<file path="config.mk">
export PLATFORM = sky130hd
export DESIGN_NAME = dms_lock_ctrl
export DESIGN_NICKNAME = d
export VERILOG_FILES = /design/src/rtl/dms_ctrl_pkg.sv /design/src/rtl/dms_win_counter.sv /design/src/rtl/dms_lock_ctrl.sv
export SDC_FILE = /design/constraint.sdc
export NUM_CORES = 1
export LEC_CHECK = 0
export ABC_AREA = 1
export CORE_MARGIN = 2
export CORE_UTILIZATION = 40
export DETAILED_ROUTE_END_ITERATION = 8
export HOLD_SLACK_MARGIN = 0.08
export MAX_ROUTING_LAYER = met4
export SLEW_MARGIN = 20
export SYNTH_ARGS = -nofsm -noshare
export SYNTH_HDL_FRONTEND = slang
export SYNTH_SLANG_ARGS = --single-unit
</file>
<file path="constraint.sdc">
create_clock -name refclk -period 3.5 [get_ports refclk]
set_input_delay 0.875 -clock refclk [delete_from_list [all_inputs] [get_ports refclk]]
set_output_delay 0.875 -clock refclk [all_outputs]
set_load 0.01 [all_outputs]
</file>
<file path="src/rtl/dms_ctrl_pkg.sv">
`default_nettype none
//------------------------------------------------------------------
// Package : dms_ctrl_pkg
// Brief   : Shared state encoding, code type and defaults for the DMS lock controller.
// Rev     : 1.0
//------------------------------------------------------------------
package dms_ctrl_pkg;

  localparam int c_win_len      = 64;
  localparam int c_acq_cycles   = 256;
  localparam int c_lock_tol     = 2;
  localparam int c_unlock_tol   = 8;
  localparam int c_lock_windows = 4;
  localparam int c_code_w       = 4;
  localparam int c_code_max     = 15;
  localparam int c_code_track   = 4;
  localparam int c_max_windows  = 1024;

  typedef logic [c_code_w-1:0] cp_code_t;

  typedef enum logic [2:0] {
    ST_IDLE   = 3'd0,
    ST_ACQ    = 3'd1,
    ST_TRACK  = 3'd2,
    ST_LOCKED = 3'd3,
    ST_FAIL   = 3'd4
  } state_t;

endpackage
`default_nettype wire

</file>
<file path="src/rtl/dms_win_counter.sv">
`default_nettype none
//------------------------------------------------------------------
// Module : dms_win_counter
// Brief  : Synchronizes PFD up/down and counts them over fixed windows.
// Rev    : 1.0
//------------------------------------------------------------------
module dms_win_counter
  import dms_ctrl_pkg::*;
#(
  parameter int WIN_LEN = c_win_len,
  parameter int CNT_W   = $clog2(WIN_LEN + 1)
) (
  input  logic                    refclk,
  input  logic                    rst_n,
  input  logic                    active,
  input  logic                    up,
  input  logic                    down,
  output logic                    win_done,
  output logic signed [CNT_W:0]   diff
);

  logic [1:0]       r_up_sync;
  logic [1:0]       r_dn_sync;
  logic [CNT_W-1:0] r_up_cnt;
  logic [CNT_W-1:0] r_dn_cnt;
  logic [CNT_W-1:0] r_smp_cnt;
  logic [CNT_W-1:0] w_up_tot;
  logic [CNT_W-1:0] w_dn_tot;

  // Totals include the current sample so the window decision sees all WIN_LEN samples.
  assign w_up_tot = r_up_cnt + CNT_W'(r_up_sync[1]);
  assign w_dn_tot = r_dn_cnt + CNT_W'(r_dn_sync[1]);
  assign win_done = active && (r_smp_cnt == CNT_W'(WIN_LEN - 1));
  assign diff     = $signed({1'b0, w_up_tot}) - $signed({1'b0, w_dn_tot});

  always_ff @(posedge refclk or negedge rst_n) begin
    if (!rst_n) begin
      r_up_sync <= '0;
      r_dn_sync <= '0;
      r_up_cnt  <= '0;
      r_dn_cnt  <= '0;
      r_smp_cnt <= '0;
    end else begin
      r_up_sync <= {r_up_sync[0], up};
      r_dn_sync <= {r_dn_sync[0], down};
      if (!active || win_done) begin
        r_up_cnt  <= '0;
        r_dn_cnt  <= '0;
        r_smp_cnt <= '0;
      end else begin
        r_up_cnt  <= w_up_tot;
        r_dn_cnt  <= w_dn_tot;
        r_smp_cnt <= r_smp_cnt + 1'b1;
      end
    end
  end

endmodule
`default_nettype wire

</file>
<file path="src/rtl/dms_lock_ctrl.sv">
`default_nettype none
//------------------------------------------------------------------
// Module : dms_lock_ctrl
// Brief  : Sequences PFD/charge-pump from acquisition gain to tracking gain and flags lock.
// Rev    : 1.0
//------------------------------------------------------------------
module dms_lock_ctrl
  import dms_ctrl_pkg::*;
#(
  parameter int WIN_LEN      = c_win_len,
  parameter int ACQ_CYCLES   = c_acq_cycles,
  parameter int LOCK_TOL     = c_lock_tol,
  parameter int UNLOCK_TOL   = c_unlock_tol,
  parameter int LOCK_WINDOWS = c_lock_windows,
  parameter int CODE_W       = c_code_w,
  parameter int CODE_MAX     = c_code_max,
  parameter int CODE_TRACK   = c_code_track,
  parameter int MAX_WINDOWS  = c_max_windows
) (
  input  logic              refclk,
  input  logic              rst_n,
  input  logic              enable,
  input  logic              up,
  input  logic              down,
  output logic              pfd_en,
  output logic [CODE_W-1:0] cp_code,
  output logic              locked,
  output logic              fail,
  output logic [2:0]        state
);

  localparam int CNT_W = $clog2(WIN_LEN + 1);
  localparam int ACQ_W = $clog2(ACQ_CYCLES + 1);
  localparam int WTO_W = $clog2(MAX_WINDOWS + 1);
  localparam int BAL_W = $clog2(LOCK_WINDOWS + 1);

  state_t              r_state;
  logic                r_pfd_en;
  logic [CODE_W-1:0]   r_cp_code;
  logic                r_locked;
  logic                r_fail;
  logic [ACQ_W-1:0]    r_acq_cnt;
  logic [WTO_W-1:0]    r_wto_cnt;
  logic [BAL_W-1:0]    r_bal_cnt;

  logic                w_active;
  logic                w_win_done;
  logic signed [CNT_W:0] w_diff;
  logic [CNT_W:0]      w_abs_d;
  logic                w_balanced;
  logic [CODE_W-1:0]   w_cp_step;
  logic [BAL_W-1:0]    w_bal_next;
  logic [WTO_W-1:0]    w_wto_next;

  assign w_active = enable && ((r_state == ST_TRACK) || (r_state == ST_LOCKED));

  dms_win_counter #(
    .WIN_LEN (WIN_LEN),
    .CNT_W   (CNT_W)
  ) u_win (
    .refclk   (refclk),
    .rst_n    (rst_n),
    .active   (w_active),
    .up       (up),
    .down     (down),
    .win_done (w_win_done),
    .diff     (w_diff)
  );

  always_comb begin
    w_abs_d = w_diff[CNT_W] ? $unsigned(-w_diff) : $unsigned(w_diff);
    w_balanced = (w_abs_d <= (CNT_W+1)'(LOCK_TOL));
    w_cp_step  = CODE_W'(CODE_MAX);
    w_bal_next = '0;
    if (w_balanced) begin
      w_cp_step  = (r_cp_code > CODE_W'(CODE_TRACK)) ? r_cp_code - 1'b1 : CODE_W'(CODE_TRACK);
      w_bal_next = (r_bal_cnt == BAL_W'(LOCK_WINDOWS)) ? r_bal_cnt : r_bal_cnt + 1'b1;
    end
    w_wto_next = (r_wto_cnt == WTO_W'(MAX_WINDOWS)) ? r_wto_cnt : r_wto_cnt + 1'b1;
  end

  always_ff @(posedge refclk or negedge rst_n) begin
    if (!rst_n) begin
      r_state   <= ST_IDLE;
      r_pfd_en  <= 1'b0;
      r_cp_code <= '0;
      r_locked  <= 1'b0;
      r_fail    <= 1'b0;
      r_acq_cnt <= '0;
      r_wto_cnt <= '0;
      r_bal_cnt <= '0;
    end else if (!enable) begin
      r_state   <= ST_IDLE;
      r_pfd_en  <= 1'b0;
      r_cp_code <= '0;
      r_locked  <= 1'b0;
      r_fail    <= 1'b0;
      r_acq_cnt <= '0;
      r_wto_cnt <= '0;
      r_bal_cnt <= '0;
    end else begin
      case (r_state)
        ST_IDLE: begin
          r_state   <= ST_ACQ;
          r_pfd_en  <= 1'b1;
          r_cp_code <= CODE_W'(CODE_MAX);
          r_acq_cnt <= '0;
        end
        ST_ACQ: begin
          if (r_acq_cnt == ACQ_W'(ACQ_CYCLES - 1)) begin
            r_state   <= ST_TRACK;
            r_wto_cnt <= '0;
            r_bal_cnt <= '0;
          end else begin
            r_acq_cnt <= r_acq_cnt + 1'b1;
          end
        end
        ST_TRACK: begin
          if (w_win_done) begin
            r_cp_code <= w_cp_step;
            r_bal_cnt <= w_bal_next;
            r_wto_cnt <= w_wto_next;
            // Lock takes priority over a timeout landing on the same window.
            if ((w_bal_next == BAL_W'(LOCK_WINDOWS)) && (w_cp_step == CODE_W'(CODE_TRACK))) begin
              r_state  <= ST_LOCKED;
              r_locked <= 1'b1;
            end else if (w_wto_next == WTO_W'(MAX_WINDOWS)) begin
              r_state   <= ST_FAIL;
              r_pfd_en  <= 1'b0;
              r_cp_code <= '0;
              r_fail    <= 1'b1;
            end
          end
        end
        ST_LOCKED: begin
          if (w_win_done && (w_abs_d > (CNT_W+1)'(UNLOCK_TOL))) begin
            r_state   <= ST_ACQ;
            r_locked  <= 1'b0;
            r_cp_code <= CODE_W'(CODE_MAX);
            r_acq_cnt <= '0;
          end
        end
        ST_FAIL: begin
          r_state <= ST_FAIL;
        end
        default: begin
          r_state <= ST_IDLE;
        end
      endcase
    end
  end

  assign pfd_en  = r_pfd_en;
  assign cp_code = r_cp_code;
  assign locked  = r_locked;
  assign fail    = r_fail;
  assign state   = r_state;

endmodule
`default_nettype wire

</file>
After elaboration in Yosys (flattened, before gate mapping)
Index checks and enable logic that the tools add are counted.
- register bits after elaboration: 58
- input port bits: 5
- output and inout bits: 10
- word-level logic and storage cells: 117
- add/subtract/negate cells: 9
- magnitude comparators: 3
- eq/ne operators: 28
- muxes and demuxes: 49
- reductions and logical operators: 15
- operator list (operator ; count):
    11-bit two-way mux ; 4
    3-bit two-way mux ; 11
    4-bit two-way mux ; 7
    9-bit two-way mux ; 3
    9-bit case mux with 3 select lines ; 1
    11-bit equality test (second input constant) ; 2
    11-bit case mux with 2 select lines ; 1
    7-bit two-way mux ; 3
    4-bit AND reduction ; 4
    3-bit case mux with 5 select lines ; 1
    7-bit by 1-bit adder with 7-bit output ; 2
    1-bit two-way mux ; 13
    3-bit by 2-bit inequality test with 1-bit output (second input constant) ; 4
    4-bit case mux with 3 select lines ; 1
    11-bit by 1-bit adder with 11-bit output (second input constant) ; 1
    9-bit by 1-bit adder with 9-bit output (second input constant) ; 1
    3-bit equality test (second input constant) ; 3
    9-bit by 8-bit equality test with 1-bit output (second input constant) ; 1
    3-bit by 1-bit inequality test with 1-bit output (second input constant) ; 3
    3-bit inequality test (second input constant) ; 3
    3-bit AND reduction ; 3
    8-bit by 4-bit > comparator with 1-bit output (second input constant) ; 1
    8-bit by 2-bit <= comparator with 1-bit output (second input constant) ; 1
    8-bit two-way mux ; 1
    20 further kinds ; 29

Depth between registers and ports, before layout
Gate-level depths: netlist of run 1.
- word-level depth: 12
- gate-level depth with buffers: 26
- mapped depth without buffers: 25

Modules after synthesis
From an unflattened synthesis of run 1, not the netlist that was laid out.
- cells, all modules: 502
- area, all modules: 3764.9 µm²
- modules (own cells, without submodules) (module ; instances ; cells each ; area an instance (µm²) ; seq. area each (µm²)):
    dms_lock_ctrl ; 1 ; 339 ; 2369.8 ; 825.8
    dms_win_counter ; 1 ; 163 ; 1395.1 ; 625.6

Least setup slack after synthesis of run 1
Ideal clock, no wire load.
- path type: register -> register
- start: register u_win.r_up_cnt[0]
- end: register r_acq_cnt[7]
- setup time: 0.119 ns
- data arrival time: 2.903 ns
- data required time: 3.381 ns
- setup slack: 0.478 ns
- stages on the path, launching flop included: 22
- buffers on the path: 1
- clock period less this slack: 3.022 ns
- cells stage by stage: dfrtp_1 ha_1 ha_1 nor2_1 nor2_4 ha_1 or2_2 nand2_1 inv_1 nand4_1 nand3_1 nand2_1 nand2_2 nor3_2 nand2_1 nand3_2 nand2_4 nand2_4 inv_4 buf_6 nand2_2 o21ai_2
- cells in the longest elaborated chain, start to end: 8
- RTL lines (what ; RTL line ; RTL):
    from (decl) ; dms_win_counter.sv:24 ; logic [CNT_W-1:0] r_up_cnt;
    from (signal assigned) ; dms_win_counter.sv:51 ; r_up_cnt <= w_up_tot;
    7-bit by 1-bit adder with 7-bit output (*) ; dms_win_counter.sv:31 ; assign w_up_tot = r_up_cnt + CNT_W'(r_up_sync[1]);
    7-bit by 7-bit subtractor with 8-bit output (*) ; dms_win_counter.sv:34 ; assign diff = $signed({1'b0, w_up_tot}) - $signed({1'b0, w_dn_tot});
    8-bit negator ; dms_lock_ctrl.sv:71 ; w_abs_d = w_diff[CNT_W] ? $unsigned(-w_diff) : $unsigned(w_diff);
    8-bit two-way mux (*) ; dms_lock_ctrl.sv:71 ;
    8-bit by 4-bit > comparator with 1-bit output (*) ; dms_lock_ctrl.sv:136 ; if (w_win_done && (w_abs_d > (CNT_W+1)'(UNLOCK_TOL))) begin
    1-bit logical AND (*) ; dms_lock_ctrl.sv:136 ;
    3-bit by 2-bit inequality test with 1-bit output (no line) (*) ; n/a ;
    3-bit AND reduction (no line) (*) ; n/a ;
    to (signal assigned) ; dms_lock_ctrl.sv:115 ; r_acq_cnt <= r_acq_cnt + 1'b1;
    to (decl) ; dms_lock_ctrl.sv:42 ; logic [ACQ_W-1:0] r_acq_cnt;
Every way passes the cells marked *; elsewhere a longest branch is shown, timed or not.
A chain may end at the register's enable or synchronous reset.

Worst setup path after layout of run 1
- start: register u_win.r_up_cnt[0]
- end: register r_state[1] (netlist: state[1])
- cells in the longest elaborated chain, start to end: 12
- elaborated cells on any way between the ends: 19
- those cells by class: add/sub: 3; order compare: 2; eq/ne: 4; mux: 7; reduce/logical: 3
- RTL lines (what ; RTL line ; RTL):
    7-bit by 1-bit adder with 7-bit output (*) ; dms_win_counter.sv:31 ;
    7-bit by 7-bit subtractor with 8-bit output (*) ; dms_win_counter.sv:34 ;
    8-bit negator ; dms_lock_ctrl.sv:71 ;
    8-bit two-way mux (*) ; dms_lock_ctrl.sv:71 ;
    8-bit by 2-bit <= comparator with 1-bit output ; dms_lock_ctrl.sv:72 ; w_balanced = (w_abs_d <= (CNT_W+1)'(LOCK_TOL));
    4-bit two-way mux / 3-bit two-way mux (equally long branches) ; dms_lock_ctrl.sv:75 ; if (w_balanced) begin
    4-bit by 3-bit equality test with 1-bit output / 3-bit equality test (equally long branches) ; dms_lock_ctrl.sv:124 ; if ((w_bal_next == BAL_W'(LOCK_WINDOWS)) && (w_cp_step == CODE_W'(CODE_TRACK))) begin
    1-bit logical AND ; dms_lock_ctrl.sv:124 ;
    3-bit two-way mux ; dms_lock_ctrl.sv:124 ;
    3-bit two-way mux ; dms_lock_ctrl.sv:119 ; if (w_win_done) begin
    3-bit case mux with 5 select lines ; dms_lock_ctrl.sv:102 ; case (r_state)
    3-bit two-way mux ; dms_lock_ctrl.sv:92 ; end else if (!enable) begin
    to (signal assigned) ; dms_lock_ctrl.sv:93 ; r_state <= ST_IDLE;
    to (signal assigned) ; dms_lock_ctrl.sv:104 ; r_state <= ST_ACQ;
    to (signal assigned) ; dms_lock_ctrl.sv:125 ; r_state <= ST_LOCKED;
    to (decl) ; dms_lock_ctrl.sv:37 ; state_t r_state;
Every way passes the cells marked *; elsewhere a longest branch is shown, timed or not. The select of a mux whose other input is x is not followed.

==> results.tsv, run 1 <==
stage	metric	value	unit
job	max cap viols	0	
synth	largest cells by area after synthesis	dfrtp_1 35%, nand2_1 11%, inv_1 8.9%	
power	Power Total	2590	uW
synth	Ys Warns	0	
setup_path	Worst setup EP type	register	
timing	relative slew slack	33.8	%
synth	Synthesized Nets	605	
detailed_routing	DRT met1 WL	4.34	mm
detailed_routing	Routed met3 length	368	um
synth	ys flop type	dfrtp_1	
setup_path	Crit. Startpoint	u_win.r_up_cnt[0]	
setup_path	setup slack, reg-to-reg	310	ps
clock_tree	total CTS buffers	9	
setup_path	path depth of the worst reg2reg path	21	
hold_path	HP Start	u_win.r_dn_sync[0]	
hold_path	worst hold path class	register to register	
timing	endpoints failing hold	0	
layout	Core Util, Final	46.4	%
detailed_routing	DR vias	3705	
synth	synthesized area per cell	7.13	um^2
layout	layout cells sized above 1	15.8	%
synth	Yosys top cell area share	35.2	%
clock_tree	clk buf depth	2	
floorplan	width of the die	106	um
setup_path	CP startpoint kind	register	
detailed_routing	met2 WL	4.19	mm
detailed_routing	initial DRC count	191	
setup_path	crit path capture	state[1]	
timing	Setup-failing EPs final	0	
timing	clk_skew	8.33	ps
layout	n_diodes	0	
timing	Total Neg Setup Slack	0	ps
layout	Multi-input gate area	2280	um^2
placed_design	placed cells	728	
synth	post-synthesis register bit count	58	
timing	Pins Over Slew Limit	0	
setup_path	Critical Path Fanout Max	6	
setup_path	CP max stage delay	380	ps
layout	final-layout fill cell count	1005	
synth	Unique masters post-synth	40	
detailed_routing	DRC	0	
timing	final hold slack	348	ps
floorplan	I/O pins	15	
timing	Final Cycle Share	91.0	%
clock_tree	clock tree from TritonCTS	built	
timing	RSZ-0062 raised after global routing	no	
placed_design	Port Buffers	14	
layout	FF/Latch Area	1450	um^2
detailed_routing	TritonRoute pass-1 iters	4	
timing	Tightest Pin Transition	993	ps
detailed_routing	Post-Route WL	9.05	mm
detailed_routing	per-cell routed wire length	12.2	um
synth	commonest cells in the netlist	124 x nand2_1, 98 x inv_1, 62 x nor2_1, 58 x dfrtp_1, 39 x nand3_1	
global_route	initial antenna violation count	0	
setup_path	worst r2r src	u_win.r_up_cnt[0]	
clock_tree	clock sinks	58	
global_route	GR Util All Layers	18.2	%
clock_tree	clock latency on the worst-skew pair	340	ps
power	Max rail drop VDD	0.335	mV
synth	sequential area share after synthesis	35.2	%
layout	nets@finish	630	
detailed_routing	Max Used Layer	met4	
detailed_routing	DRT antenna net count	0	
timing	crit path time final	3190	ps
timing	Achievable Freq	314	MHz
placed_design	Final GP Congestion	0.929	
floorplan	Initial Util	40.5	%
synth	Async SR Flop Fraction	100	%
clock_tree	CTS H-tree depth	3	
placed_design	DP HPWL	6.86	mm
global_route	first-pass GRT wire length	15.7	mm
clock_tree	Root Buffer	clkbuf_8	
setup_path	worst-path cell chain	ha_1 > ha_2 > nand2_1 > clkinv_1 > nor2_4 > ha_1 > or2_2 > nand2_2 > inv_1 > nand4_1 > nand3_1 > nand2_2 > nand2_2 > inv_1 > nand3_1 > nor2_4 > nand4_4 > nand3_2 > nand3_1 > nand2_1 > nand2_1	
setup_path	Slowest-stage cell, CP	dfrtp_1	
layout	Area growth syn-to-layout	14.5	%
synth	Post-synth EDFFs	0	
setup_path	Critical Path RT	3730	ps
floorplan	# rows	37	
detailed_routing	Via density	4.97	
clock_tree	clock slew at reported path FFs	70	ps
setup_path	Data arrival, critical path	3420	ps
global_route	largest net degree at the start of global routing	45	
synth	Post-Syn Instances	579	
layout	Finished Layout Cells	745	
global_route	global route overflow	0	
power	leak pwr	0.00231	uW
synth	Yosys top cell by area	dfrtp_1	
floorplan	total die area	11200	um^2
floorplan	Die Span Y	106	um
synth	most frequent cell after synthesis	nand2_1	
setup_path	Reg2Reg Capture Point	state[1]	
global_route	vias in the first global route	3513	
setup_path	critical path class	register to register	
floorplan	CORE AREA	10200	um^2
run_status	status	completed	
power	Cell Pwr Density	547	nW/um^2
synth	synthesized cell area	4130	um^2
## what timing repair did
item / in CTS / in global routing
endpoints found under the setup margin: 0 / 18
buffers inserted: 0 / 1
hold buffers: 0 / 0
gates resized for setup: 0 / 15
## flip-flops by register name (all words and copies together), names as in the netlist, 2 cells and up
| register | cells |
|---|---|
| r_wto_cnt | 11 |
| r_acq_cnt | 9 |
| u_win.r_dn_cnt | 7 |
| u_win.r_smp_cnt | 7 |
| u_win.r_up_cnt | 7 |
| cp_code | 4 |
| r_bal_cnt | 3 |
| state | 3 |
| u_win.r_dn_sync | 2 |
| u_win.r_up_sync | 2 |
## layer usage
| metal | vias up | global-route usage [%] |
|---|---|---|
| li1 | 1892 | - |
| met1 | 1709 | 23.3 |
| met2 | 85 | 28.1 |
| met3 | 19 | 4.02 |
| met4 | 0 | 7.14 |
| met5 | - | - |
## worst max-delay path: cells and delay by family, from the launching register on
family / cells / cell delay (ps)
adders and majority gates: 3 / 680
DFF: 1 / 380
buffers and inverters: 3 / 240
and+or+nand+nor: 15 / 1780
## power by group
| group | internal [uW] | switching, uW | leakage (uW) |
|---|---|---|---|
| Sequential | 741 | 75.0 | 0.000786 |
| Clock | 364 | 283 | 0.000105 |
| Combinational | 408 | 715 | 0.00142 |
## cells by family (layout without fill, tap and decap cells)
group	after synthesis	count (layout)	synth area share (%)
DFF	58	58	35.2
AOI/OAI and AO/OA	65	65	9.67
adders and majority gates	21	21	6.55
xor gates and xnor gates	16	16	3.39
buffers and inverters	121	151	11.4
and+or+nand+nor	298	298	33.8
## final cells by class
cell class | count | share of cell area (%)
sequential | 58 | 30.7
tap | 136 | 3.60
inverter | 114 | 9.16
clock inverter | 5 | 1.11
clock buffer | 11 | 3.20
timing repair buffer | 21 | 4.02
multi-input combinational | 400 | 48.2
## stage by stage
stage	worst slack, ps	cell area (um^2)
finish	315	4730
global route	0.458	4730
CTS	73.6	4650
detailed placement	98.3	4440
global placement	152	4440
floorplan	478	4130
## placed cells by master (no fill, tap or decap), drive strengths merged, types with 3 or more instances in the layout
master	instances
a21oi	17
buf	8
clkbuf	11
clkdlybuf4s50	13
clkinv	5
dfrtp	58
ha	20
inv	112
nand2	144
nand3	44
nand3b	3
nand4	14
nor2	69
nor3	14
nor4	7
o21ai	33
o22ai	9
xor2	14
## worst min-delay path by stage
| stage | slack [ps] | cells after the start | end |
|---|---|---|---|
| after floorplan | 330 | 0 | u_win.r_dn_sync[1] |
| after global placement | 330 | 0 | u_win.r_dn_sync[1] |
| after detailed placement | 340 | 0 | u_win.r_up_sync[1] |
| after CTS | 350 | 0 | u_win.r_up_sync[1] |
| after global routing | 370 | 0 | u_win.r_up_sync[1] |
| final | 350 | 0 | u_win.r_dn_sync[1] |
(Power assumes the default switching activity.)
==> run 2: changes to the inputs <==
Settings changed: ABC_CLOCK_PERIOD_IN_PS set to 3500, RECOVER_POWER set to 25.
==> run 2 against run 1 <==
Effect of this change: the run now ends with capacitance limit, slew limit left; fmax about the same; non-clock buffer count did not move; first-iteration DRC count increased by 2.1%; critical path depth unchanged; combinational power is essentially flat; worst setup slack hardly changed; clock-buffer cell count stayed put; largest power group unchanged.
==> results.tsv, run 2 (synthesis gave the netlist of run 1 again) <==
stage	metric	value	unit	change
run_status	status	complete, but fails checks		was completed
run_status	failing checks	capacitance limit, slew limit		
clock_tree	clk buf depth	2		unchanged
global_route	first-pass GRT wire length	15.7	mm	unchanged
floorplan	# rows	37		unchanged
clock_tree	Root Buffer	clkbuf_8		unchanged
setup_path	CP startpoint kind	register		unchanged
detailed_routing	Via density	4.94		was 4.97
power	Cell Pwr Density	547	nW/um^2	about the same
floorplan	width of the die	106	um	unchanged
layout	most common cell after layout, fill and taps aside	nand2_1		unchanged
global_route	GR Util All Layers	18.2	%	unchanged
setup_path	Worst setup EP type	register		unchanged
global_route	vias in the first global route	3513		unchanged
clock_tree	clock tree from TritonCTS	built		unchanged
layout	Area growth syn-to-layout	14.4	%	was 14.5%
power	Max rail drop VDD	0.335	mV	about the same
detailed_routing	DRT met1 WL	4.35	mm	was 4.34 mm
placed_design	Port Buffers	14		unchanged
layout	n_diodes	0		unchanged
floorplan	Die Span Y	106	um	unchanged
setup_path	Critical Path Fanout Max	6		unchanged
floorplan	I/O pins	15		unchanged
timing	Tightest Pin Transition	2430	ps	was 993 ps
detailed_routing	met2 WL	4.20	mm	was 4.19 mm
layout	max FFs per register	11		unchanged
timing	Total Neg Setup Slack	0	ps	unchanged
timing	endpoints failing hold	0		unchanged
floorplan	Initial Util	40.5	%	unchanged
global_route	initial antenna violation count	0		unchanged
placed_design	DP HPWL	6.86	mm	unchanged
floorplan	CORE AREA	10200	um^2	unchanged
timing	relative slew slack	-62.2	%	was 33.8%
timing	Achievable Freq	314	MHz	about the same
setup_path	path depth of the worst reg2reg path	21		unchanged
detailed_routing	initial DRC count	195		was 191
timing	crit path time final	3190	ps	about the same
detailed_routing	per-cell routed wire length	12.1	um	was 12.2 um
timing	Final Cycle Share	91.0	%	about the same
timing	clk_skew	8.35	ps	was 8.33 ps
layout	layout cells sized above 1	15.6	%	was 15.8%
setup_path	Data arrival, critical path	3420	ps	about the same
setup_path	Critical Path RT	3730	ps	about the same
floorplan	total die area	11200	um^2	unchanged
layout	nets@finish	630		unchanged
layout	largest reg by FF count	r_wto_cnt		unchanged
detailed_routing	DRC	0		unchanged
job	max cap viols	1		was 0
detailed_routing	DRT antenna net count	0		unchanged
detailed_routing	Post-Route WL	9.04	mm	was 9.05 mm
clock_tree	clock slew at reported path FFs	70	ps	about the same
timing	RSZ-0062 raised after global routing	no		unchanged
global_route	global route overflow	0		unchanged
layout	Core Util, Final	46.4	%	about the same
layout	Largest regs	r_wto_cnt: 11 flops, r_acq_cnt: 9 flops		unchanged
detailed_routing	TritonRoute pass-1 iters	4		unchanged
setup_path	critical path class	register to register		unchanged
detailed_routing	Routed met3 length	346	um	was 368 um
power	leak pwr	0.00231	uW	about the same
clock_tree	total CTS buffers	9		unchanged
detailed_routing	DR vias	3678		was 3705
timing	Pins Over Slew Limit	45		was 0
detailed_routing	Max Used Layer	met4		unchanged
placed_design	Final GP Congestion	0.929		unchanged
timing	Setup-failing EPs final	0		unchanged
global_route	largest net degree at the start of global routing	45		unchanged
layout	most frequent cells in the layout	122 x nand2_1, 98 x inv_1, 62 x nor2_1		unchanged
clock_tree	CTS H-tree depth	3		unchanged
clock_tree	clock latency on the worst-skew pair	340	ps	about the same
power	Power Total	2590	uW	about the same
clock_tree	clock sinks	58		unchanged
hold_path	worst hold path class	register to register		unchanged
hold_path	Hold Crit Depth	0		unchanged
-- run 2: changes by cell type in the layout (fill, tap and decap cells not counted), sizes merged --
cell / delta
clkdlybuf4s50: -2
dlygate4sd3: +2
buf: -1
clkbuf: +1
-- run 2: per-stage QoR --
step                area [um^2]  setup WS (ps)  hold WS, ps  cells
finish                     4720            315          348    745
global route               4720          0.458          369    745
CTS                        4650           73.6          352    744
detailed placement         4440           98.3          336    728
global placement           4440            152          335    728
floorplan                  4130            478          331    579
-- run 2: where the power goes --
| group | leakage (uW) | switching [uW] | internal, uW | total, uW |
|---|---|---|---|---|
| combinational | 0.00142 | 715 | 407 | 1120 |
| clock | 0.000105 | 283 | 364 | 647 |
| sequential | 0.000786 | 75.1 | 741 | 816 |
| total | 0.00231 | 1070 | 1510 | 2590 |
-- run 2: area by class of cell --
class                   instances  area, um^2
inverters                     114         433
clock inverters                 5        52.6
flip-flops and latches         58        1450
well taps                     136         170
multi-input cells             400        2280
fillers                      1005        5460
repair buffers                 21         186
clock buffers                  11         151
-- run 2: per-layer routing --
layer,vias up,global-route usage (%)
met5,-,-
met4,0,7.14
met3,13,4.02
met2,75,28.1
met1,1698,23.3
li1,1892,-
-- run 2: timing repair --
| action | CTS | global route |
|---|---|---|
| setup buffers | 0 | 1 |
| setup endpoints to repair | 0 | 18 |
| gates resized for setup | 0 | 15 |
| hold buffers | 0 | 0 |
-- run 2: path summary, 6_finish.rpt --
kind                                    start                  to  slack (ps)
max                         u_win.r_up_cnt[0]            state[1]         310
min                        u_win.r_dn_sync[0]  u_win.r_dn_sync[1]         350
max reg2reg                 u_win.r_up_cnt[0]            state[1]         310
min reg2reg                u_win.r_dn_sync[0]  u_win.r_dn_sync[1]         350
max in group asynchronous               rst_n              locked         840
min in group asynchronous               rst_n        r_wto_cnt[0]        1260
-- run 2: critical path, cell delays in order (launching register included) --
cell	delay [ps]
dfrtp_1	380
ha_1	200
ha_2	210
nand2_1	100
clkinv_1	100
nor2_4	100
ha_1	270
or2_2	320
nand2_2	90
inv_1	80
nand4_1	140
nand3_1	110
nand2_2	90
nand2_2	70
inv_1	60
nand3_1	100
nor2_4	140
nand4_4	140
nand3_2	140
nand3_1	110
nand2_1	80
nand2_1	50
